<file path="src/rtl/ctrl_pkg.sv">
// Shared encodings for the multicycle ARM-subset control unit: FSM states,
// datapath mux selects, ALU commands and the ARM condition evaluator.
package ctrl_pkg;

  typedef enum logic [3:0] {
    FETCH    = 4'd0,
    DECODE   = 4'd1,
    MEMADR   = 4'd2,
    MEMREAD  = 4'd3,
    MEMWB    = 4'd4,
    MEMWRITE = 4'd5,
    EXECUTER = 4'd6,
    EXECUTEI = 4'd7,
    ALUWB    = 4'd8,
    BRANCH   = 4'd9,
    UNKNOWN  = 4'd10
  } state_t;

  localparam logic [1:0] ALU_ADD = 2'b00;
  localparam logic [1:0] ALU_SUB = 2'b01;
  localparam logic [1:0] ALU_AND = 2'b10;
  localparam logic [1:0] ALU_ORR = 2'b11;

  localparam logic [1:0] RES_ALUOUT = 2'b00;
  localparam logic [1:0] RES_DATA   = 2'b01;
  localparam logic [1:0] RES_ALURES = 2'b10;

  localparam logic [1:0] SRCB_RD2  = 2'b00;
  localparam logic [1:0] SRCB_IMM  = 2'b01;
  localparam logic [1:0] SRCB_FOUR = 2'b10;

  localparam logic [1:0] OP_DATA = 2'b00;
  localparam logic [1:0] OP_MEM  = 2'b01;
  localparam logic [1:0] OP_BR   = 2'b10;
  localparam logic [1:0] OP_ILL  = 2'b11;

  localparam logic [3:0] CMD_ADD = 4'b0100;
  localparam logic [3:0] CMD_SUB = 4'b0010;
  localparam logic [3:0] CMD_AND = 4'b0000;
  localparam logic [3:0] CMD_ORR = 4'b1100;

  localparam logic [3:0] COND_EQ = 4'b0000;
  localparam logic [3:0] COND_NE = 4'b0001;
  localparam logic [3:0] COND_CS = 4'b0010;
  localparam logic [3:0] COND_CC = 4'b0011;
  localparam logic [3:0] COND_MI = 4'b0100;
  localparam logic [3:0] COND_PL = 4'b0101;
  localparam logic [3:0] COND_VS = 4'b0110;
  localparam logic [3:0] COND_VC = 4'b0111;
  localparam logic [3:0] COND_HI = 4'b1000;
  localparam logic [3:0] COND_LS = 4'b1001;
  localparam logic [3:0] COND_GE = 4'b1010;
  localparam logic [3:0] COND_LT = 4'b1011;
  localparam logic [3:0] COND_GT = 4'b1100;
  localparam logic [3:0] COND_LE = 4'b1101;
  localparam logic [3:0] COND_AL = 4'b1110;

  // nzcv is packed {N,Z,C,V}; the 1111 encoding is treated as always.
  function automatic logic cond_check(input logic [3:0] cond, input logic [3:0] nzcv);
    logic n, z, c, v;
    logic res;
    {n, z, c, v} = nzcv;
    case (cond)
      COND_EQ: res = z;
      COND_NE: res = ~z;
      COND_CS: res = c;
      COND_CC: res = ~c;
      COND_MI: res = n;
      COND_PL: res = ~n;
      COND_VS: res = v;
      COND_VC: res = ~v;
      COND_HI: res = c & ~z;
      COND_LS: res = ~c | z;
      COND_GE: res = (n == v);
      COND_LT: res = (n != v);
      COND_GT: res = ~z & (n == v);
      COND_LE: res = z | (n != v);
      default: res = 1'b1;
    endcase
    return res;
  endfunction

endpackage

</file>
<file path="src/rtl/cond_unit.sv">
// NZCV flags register plus the condition evaluator for the current instruction.
// flagWr[1] loads N,Z and flagWr[0] loads C,V from the ALU flags at the clock edge.
module cond_unit
  import ctrl_pkg::*;
(
  input  logic       clk,
  input  logic       reset,
  input  logic [3:0] cond,
  input  logic [3:0] aluFlags,
  input  logic [1:0] flagWr,
  output logic       condEx
);

  logic [3:0] flags_q;
  logic [3:0] flags_d;

  always_comb begin
    flags_d = flags_q;
    if (flagWr[1]) flags_d[3:2] = aluFlags[3:2];
    if (flagWr[0]) flags_d[1:0] = aluFlags[1:0];
  end

  always_ff @(posedge clk or posedge reset) begin
    if (reset) flags_q <= 4'b0000;
    else       flags_q <= flags_d;
  end

  assign condEx = cond_check(cond, flags_q);

endmodule

</file>
<file path="src/rtl/multicycle_ctrl_fsm.sv">
// Control FSM for the multicycle ARM-subset datapath: sequences each instruction,
// drives mux selects/enables and gates every architectural write with condExR.
module multicycle_ctrl_fsm
  import ctrl_pkg::*;
#(
  parameter state_t RESET_STATE = FETCH
) (
  input  logic       clk,
  input  logic       reset,
  input  logic [3:0] cond,
  input  logic [1:0] op,
  input  logic [5:0] funct,
  input  logic [3:0] Rd,
  input  logic [3:0] aluFlags,
  input  logic       memReady,
  output logic       pcWrite,
  output logic       adrSrc,
  output logic       memW,
  output logic       irWrite,
  output logic       regW,
  output logic       aluSrcA,
  output logic [1:0] aluSrcB,
  output logic [1:0] resultSrc,
  output logic [1:0] immSrc,
  output logic [1:0] regSrc,
  output logic [1:0] aluControl,
  output logic       illegal,
  output logic [3:0] stateDbg
);

  state_t     state_q, state_d;
  logic       condExR_q, condExR_d;
  logic       condEx;
  logic [1:0] flagWr;
  logic [1:0] aluDec;
  logic [1:0] flagKind;
  logic       pcw_c, memw_c, irw_c, regw_c;

  cond_unit u_cond (
    .clk      (clk),
    .reset    (reset),
    .cond     (cond),
    .aluFlags (aluFlags),
    .flagWr   (flagWr),
    .condEx   (condEx)
  );

  // flagKind: 11 = full NZCV, 10 = NZ only, 00 = no update
  always_comb begin
    aluDec   = ALU_ADD;
    flagKind = 2'b00;
    case (funct[4:1])
      CMD_ADD: begin aluDec = ALU_ADD; flagKind = 2'b11; end
      CMD_SUB: begin aluDec = ALU_SUB; flagKind = 2'b11; end
      CMD_AND: begin aluDec = ALU_AND; flagKind = 2'b10; end
      CMD_ORR: begin aluDec = ALU_ORR; flagKind = 2'b10; end
      default: begin aluDec = ALU_ADD; flagKind = 2'b00; end
    endcase
  end

  always_comb begin
    state_d    = state_q;
    condExR_d  = condExR_q;
    pcw_c      = 1'b0;
    memw_c     = 1'b0;
    irw_c      = 1'b0;
    regw_c     = 1'b0;
    adrSrc     = 1'b0;
    aluSrcA    = 1'b0;
    aluSrcB    = SRCB_RD2;
    resultSrc  = RES_ALUOUT;
    aluControl = ALU_ADD;
    illegal    = 1'b0;
    flagWr     = 2'b00;
    case (state_q)
      FETCH: begin
        aluSrcA   = 1'b1;
        aluSrcB   = SRCB_FOUR;
        resultSrc = RES_ALURES;
        irw_c     = memReady;
        pcw_c     = memReady;
        if (memReady) state_d = DECODE;
      end
      DECODE: begin
        aluSrcA   = 1'b1;
        aluSrcB   = SRCB_FOUR;
        resultSrc = RES_ALURES;
        condExR_d = condEx;
        case (op)
          OP_MEM:  state_d = MEMADR;
          OP_DATA: state_d = funct[5] ? EXECUTEI : EXECUTER;
          OP_BR:   state_d = BRANCH;
          default: state_d = UNKNOWN;
        endcase
      end
      MEMADR: begin
        aluSrcB = SRCB_IMM;
        state_d = funct[0] ? MEMREAD : MEMWRITE;
      end
      MEMREAD: begin
        adrSrc = 1'b1;
        if (memReady) state_d = MEMWB;
      end
      MEMWRITE: begin
        adrSrc = 1'b1;
        memw_c = condExR_q;
        if (memReady) state_d = FETCH;
      end
      EXECUTER, EXECUTEI: begin
        aluSrcB    = (state_q == EXECUTEI) ? SRCB_IMM : SRCB_RD2;
        aluControl = aluDec;
        if (condExR_q && funct[0]) flagWr = flagKind;
        state_d    = ALUWB;
      end
      MEMWB, ALUWB: begin
        // Loads and ALU ops share write-back; Rd==15 redirects the result into the PC.
        resultSrc = (state_q == MEMWB) ? RES_DATA : RES_ALUOUT;
        if (Rd == 4'd15) pcw_c  = condExR_q;
        else             regw_c = condExR_q;
        state_d = FETCH;
      end
      BRANCH: begin
        aluSrcB   = SRCB_IMM;
        resultSrc = RES_ALURES;
        pcw_c     = condExR_q;
        state_d   = FETCH;
      end
      UNKNOWN: begin
        illegal = 1'b1;
        state_d = FETCH;
      end
      default: state_d = FETCH;
    endcase
  end

  always_ff @(posedge clk or posedge reset) begin
    if (reset) begin
      state_q   <= RESET_STATE;
      condExR_q <= 1'b0;
    end else begin
      state_q   <= state_d;
      condExR_q <= condExR_d;
    end
  end

  // Enables are forced low for the whole time reset is asserted, not just after the edge.
  assign pcWrite  = pcw_c  & ~reset;
  assign memW     = memw_c & ~reset;
  assign irWrite  = irw_c  & ~reset;
  assign regW     = regw_c & ~reset;
  assign immSrc   = op;
  assign regSrc   = {op == OP_MEM, op == OP_BR};
  assign stateDbg = state_q;

endmodule

</file>
<file path="config.mk">
export PLATFORM = sky130hd
export DESIGN_NAME = multicycle_ctrl_fsm
export DESIGN_NICKNAME = d
export VERILOG_FILES = /design/src/rtl/ctrl_pkg.sv /design/src/rtl/cond_unit.sv /design/src/rtl/multicycle_ctrl_fsm.sv
export SDC_FILE = /design/constraint.sdc
export NUM_CORES = 1
export LEC_CHECK = 0
export CELL_PAD_IN_SITES_DETAIL_PLACEMENT = 1
export CELL_PAD_IN_SITES_GLOBAL_PLACEMENT = 1
export CORE_ASPECT_RATIO = 1.5
export CORE_UTILIZATION = 27
export CTS_CLUSTER_DIAMETER = 80
export CTS_CLUSTER_SIZE = 25
export DETAILED_ROUTE_END_ITERATION = 8
export GPL_TIMING_DRIVEN = 0
export PLACE_DENSITY = 0.91
export SLEW_MARGIN = 25
export SYNTH_ARGS = -nofsm -noshare
export SYNTH_HDL_FRONTEND = slang
export SYNTH_SLANG_ARGS = --single-unit
export TNS_END_PERCENT = 20
</file>
<file path="constraint.sdc">
create_clock -name clk -period 2.2 [get_ports clk]
set_clock_uncertainty 0.1 [all_clocks]
set_input_delay 0.44 -clock clk [delete_from_list [all_inputs] [get_ports clk]]
set_output_delay 0.44 -clock clk [all_outputs]
set_load 0.05 [all_outputs]
</file>
Yosys cells after proc, flatten, opt, wreduce, memory -nomap -nowiden. Cells that the tools add are included.

Eq/ne operators: 34. Mux-type cells: 26. Bitwise logic cells: 13. Reduce and logical (&&, ||, !) cells: 14.

Operator list (count): $eq 4x4->1 const B (11); $eq 4x3->1 const B (9); $pmux 4 s6 (1); $eq 4x2->1 const B (5); $pmux 1 s14 (1); $reduce_or 2->1 (7); $logic_not 4->1 (3); $mux 4 (3); $pmux 2 s3 (2); $pmux 4 s3 (1); $mux 1 (11); $eq 4x1->1 const B (2); $pmux 2 s2 (2); $and 1x1->1 (6); $mux 2 (3); $ne 2x2->1 const B (3); $not 1->1 (5); $mux 3 (1); $pmux 1 s3 (1); $reduce_and 3->1 (1); $reduce_or 3->1 (1); $eq 2x1->1 const B (1); $eq 2x2->1 const B (1); $logic_not 2->1 (1); 4 further kinds (5).

Register bits: 9. Bits of input ports: 23. Output and inout bits: 21. Logic and storage cells: 91.

Longest topological paths before layout. Gate-level depths: netlist (run 1).

Depth in word-level cells: 5. Mapped depth: 5. Mapped depth without buffers: 4.

Cells and area by module. Synthesis (run 1) repeated with hierarchy kept, for this count alone.

Cells, all modules: 110. Area, all modules: 882.1 µm².

Modules (own cells, without submodules): multicycle_ctrl_fsm (times used 1, cells an instance 78, area an instance 590.6 µm², sequential area each 125.1 µm²); cond_unit (times used 1, cells an instance 32, area an instance 291.5 µm², sequential area each 100.1 µm²).

Worst setup path before layout (run 1). Ideal clock, no wire load.

Kind: register -> output. Start: register state_q[2], in the netlist stateDbg[2]. End: output aluSrcB[1]. Arrival: 2.378 ns. Data required time: 1.660 ns. Path slack: -0.718 ns. Cell stages (with the launch flop): 4. Path buffers: 2. Cell sequence: dfrtp_1 buf_2 nor3_1 buf_4.

Word-level cells in the longest chain between the ends: 3. Elaborated cells between the ends (all ways): 10. Those cells by class: eq/ne (5); mux (1); reduce/logical (4).

RTL lines: from (decl) (line multicycle_ctrl_fsm.sv:31) `state_t state_q, state_d;`; from (signal assigned) (line multicycle_ctrl_fsm.sv:141) `state_q <= state_d;`; $eq 4x2->1, or another cell as far along (line multicycle_ctrl_fsm.sv:75) `case (state_q)`; $reduce_or 2->1, on equally long branches; $pmux 2 s3 (*) (line multicycle_ctrl_fsm.sv:75); to (decl) (line multicycle_ctrl_fsm.sv:22) `output logic [1:0] aluSrcB,`.

Mark *: on every way between the ends. The rest lies on a longest branch, timed or not.

Worst setup path in the final report (run 1).
Start: register state_q[1], in the netlist stateDbg[1]. End: output regW.

Word-level cells in the longest chain between the ends: 4. Elaborated cells between the ends (all ways): 5. Those cells by class: eq/ne (2); mux (1); bitwise (1); reduce/logical (1).

RTL lines: $eq 4x3->1 or $eq 4x4->1 (tied branches) (line multicycle_ctrl_fsm.sv:75); $reduce_or 2->1 (*) (line multicycle_ctrl_fsm.sv:75); $mux 1 (*) (line multicycle_ctrl_fsm.sv:75); $and 1x1->1 (*) (line multicycle_ctrl_fsm.sv:150) `assign regW = regw_c & ~reset;`; to (decl) (line multicycle_ctrl_fsm.sv:20) `output logic regW,`.

Marks and branches as above.

==> summary.md, run 1 <==
| Metric | Value |
|---|---|
| Top-area cell type share of the netlist area | `26.24%` |
| Synthesis-to-layout area growth | `69.83%` |
| GRT Total Usage | `18.52%` |
| Vias per cell | `5.235` |
| Slew Limit Fails | `0` |
| Number of global-route vias before repair | `1,033` |
| Placed cell area | `1374 um2` |
| Drt pass-1 iters | `4` |
| Initial antenna violation count | `0` |
| Clock sink total | `9` |
| PortBufs | `42` |
| Mapped Nets | `131` |
| Cell variety after synth | `37` |
| Die area | `3413 um2` |
| Hold Path Class | `input pin to async pin` |
| Htree depth | `1` |
| Post-synth top flop | `dfrtp_1` |
| Final worst path period share | `100.7%` |
| Boundary Pins | `44` |
| Power Total | `0.001780 W` |
| # diodes | `0` |
| CTS tree | `yes` |
| Most common cell on crit path | `buf_6` |
| Die width | `48.04 um` |
| Fin util | `49.03%` |
| Reg-to-reg slack, setup | `560 ps` |
| Later-pin clock latency in the skew report | `230 ps` |
| Post-route DRC violation count | `0` |
| YS warnings | `0` |
| Initial DRC count | `5` |
| Initial Util | `28.87%` |
| RSZ-0062 raised after global routing | `yes` |
| Maximum VDD drop | `0.6660 mV` |
| CP max stage delay | `510 ps` |
| Final WS setup | `-14.67 ps` |
| Post-synthesis register bit count | `9` |
| Maximum net fanout on the critical path | `10` |
| Startpoint Class | `register` |
| Core box area | `2973 um2` |
| Final setup violation count | `1` |
| Crit-path leading delay family | `simple AND/OR/NAND/NOR gates` |
| Placer Congestion | `0.8147` |
| P_leak | `0.6432 nW` |
| Worst R2R End | `u_cond.flags_q[1]$_DFFE_PP0P_` |
| # rows | `24` |
| Share of cells above drive strength 1 | `30.57%` |
| Run status | `finished with violations` |
| Highest clock rate | `0.4515 GHz` |
| Worst-Margin Slew | `545.3 ps` |
| CTS Buf Count | `3` |
| Number of enable flip-flop cells after synthesis | `0` |
| Cell area after layout | `1458 um2` |
| Max_cap viols | `0` |
| Mapped cell area | `858.3 um2` |
| WL final | `2966 um` |
| CP Data Arrival Time | `1670 ps` |
| Routed Antenna Nets | `0` |
| Tmin final | `2215 ps` |
| Largest net degree at the start of global routing | `11` |
| Dpl hpwl | `2393 um` |
| Clk buf depth | `2` |
| Via count | `1,026` |
| Final-stage net count | `181` |
| RR Startpoint | `stateDbg[3]$_DFFE_PP0P_` |
| Ordered cell list for the critical path | `buf_6, or4_4, a21oi_2, buf_6` |
| Clock Pin Slew Worst Setup and Hold Paths | `50 ps` |
| Final Hold Viols | `0` |
| Syn avg cell area | `7.947 um2` |
| Crit. End Element | `primary output` |
| DR WL/cell | `15.13 um` |
| Root buffer selected by CTS | `clkbuf_8` |
| Failing checks | `negative setup slack` |
| Critical Path RT | `1660 ps` |
| GRT overflow | `0` |
| Bufs and invs on worst path | `2` |
| Path depth of the worst reg2reg path | `3` |
| Max_slew headroom | `63.54%` |
| Synth area leader | `dfrtp_1` |
| Setup Crit Path Kind | `register to primary output` |
| Critical-path top delay cell | `or4_4` |
| Synth Instances | `108` |
| Die height | `71.06 um` |
| Synth top area cells | `dfrtp_1, nor2b_1, nor3_1` |
| Pwr Density | `1221 nW/um2` |
| First-pass GRT wire length | `4616 um` |
| Sequential share of the synthesized area | `26.24%` |
| Post-synth ARST share | `100.0%` |
==> power breakdown <==
group | leakage, nW | switching, W | internal (W)
Combinational | 0.503 | 0.000827 | 0.000464
Clock | 0.0228 | 0.0000624 | 0.000126
Sequential | 0.117 | 0.0000783 | 0.000222
==> Yosys cell counts, drive strengths merged (4+ instances only) <==
cell / number
nand2b: 4
o21ai: 4
inv: 4
nor3: 10
nand2: 7
mux2: 4
buf: 6
nor2: 10
nor2b: 9
a21oi: 6
xnor2: 4
dfrtp: 9
==> logic make-up (layout without fill, tap and decap cells) <==
logic type / Yosys count / count (layout) / share of synthesized area [%]
buf+inv: 12 / 61 / 6.996
simple gates: 53 / 53 / 36.30
mux: 6 / 6 / 7.580
flops: 9 / 9 / 26.24
compound gates: 22 / 22 / 16.77
xor+xnor: 6 / 6 / 6.122
==> area by class of cell <==
type	instances	area (um2)
buffer	8	57.56
inverter	4	18.77
fill	334	1515
tap	39	48.80
timing repair buffer	45	432.9
sequential	9	226.5
clock buffer	4	45.04
multi-input combinational	87	628.1
==> how the worst max path moves through the flow <==
stage / to / slack [ps] / cells past startpoint / startpoint
after global placement: regW / -1060 / 6 / reset
after global routing: regW / -80 / 4 / stateDbg[1]$_DFFE_PP0P_
after detailed placement: regW / -1100 / 6 / reset
final: regW / -10 / 4 / stateDbg[1]$_DFFE_PP0P_
after CTS: regW / -190 / 5 / Rd[2]
after floorplan: aluSrcB[1] / -260 / 3 / stateDbg[3]$_DFFE_PP0P_
==> worst min-delay path, cell delays in order <==
cell            delay [ps]
dlymetal6s2s_1         140
clkinvlp_4             100
buf_4                  110
buf_4                  160
==> registers in the layout, summed over array words and instances, names as in the netlist <==
name / count
stateDbg: 4
u_cond.flags_q: 4
condExR_q: 1
==> layout by cell type (no fill, tap or decap), types with 3 or more instances in the layout <==
cell,instances
o21ai_0,4
nand2_1,6
buf_4,11
nor2b_1,9
a21oi_1,5
nor2_1,10
buf_6,4
clkdlybuf4s50_1,20
clkbuf_8,3
nor3_1,4
clkdlybuf4s15_2,3
nor3_2,6
inv_1,3
dfrtp_1,8
buf_2,3
clkbuf_4,3
xnor2_1,4
dlymetal6s2s_1,5
nand2b_1,3
==> stage by stage <==
stage          setup WS [ps]  std cells  hold slack [ps]  TNS, ps
6_report              -14.67        196            280.4   -14.67
5_1_grt               -78.43        196            315.0   -106.8
4_1_cts               -192.2        194            435.6   -192.2
2_1_floorplan         -259.2        108            181.4    -1424
3_5_place_dp           -1105        189            426.1    -7214
3_3_place_gp           -1064        189            400.9    -6461
==> routing by layer <==
metal  vias to the layer above  wire (um)  global-route usage [%]
met1                       486       1094                   19.02
met4                         0         45                   8.333
met3                         6        173                   1.786
met2                        46       1653                   34.38
met5                         -          0                       0
li1                        488          -                       -
==> what timing repair did <==
action                     CTS  global route
pin swaps                    1             4
resized for setup           65            27
buffers inserted             1             2
setup endpoints to repair   17            13
hold buffers                 0             0
Power figures use the tool's default switching activity.
==> run 2: changes to the inputs <==
--- a/config.mk
+++ b/config.mk
@@ -10,7 +10,7 @@
 export CORE_ASPECT_RATIO = 1.5
 export CORE_UTILIZATION = 27
 export CTS_CLUSTER_DIAMETER = 80
-export CTS_CLUSTER_SIZE = 25
+export CTS_CLUSTER_SIZE = 28
 export DETAILED_ROUTE_END_ITERATION = 8
 export GPL_TIMING_DRIVEN = 0
 export PLACE_DENSITY = 0.91
==> results of run 2 <==
Same layout as run 1: the final DEF is identical, and so are final timing and power.
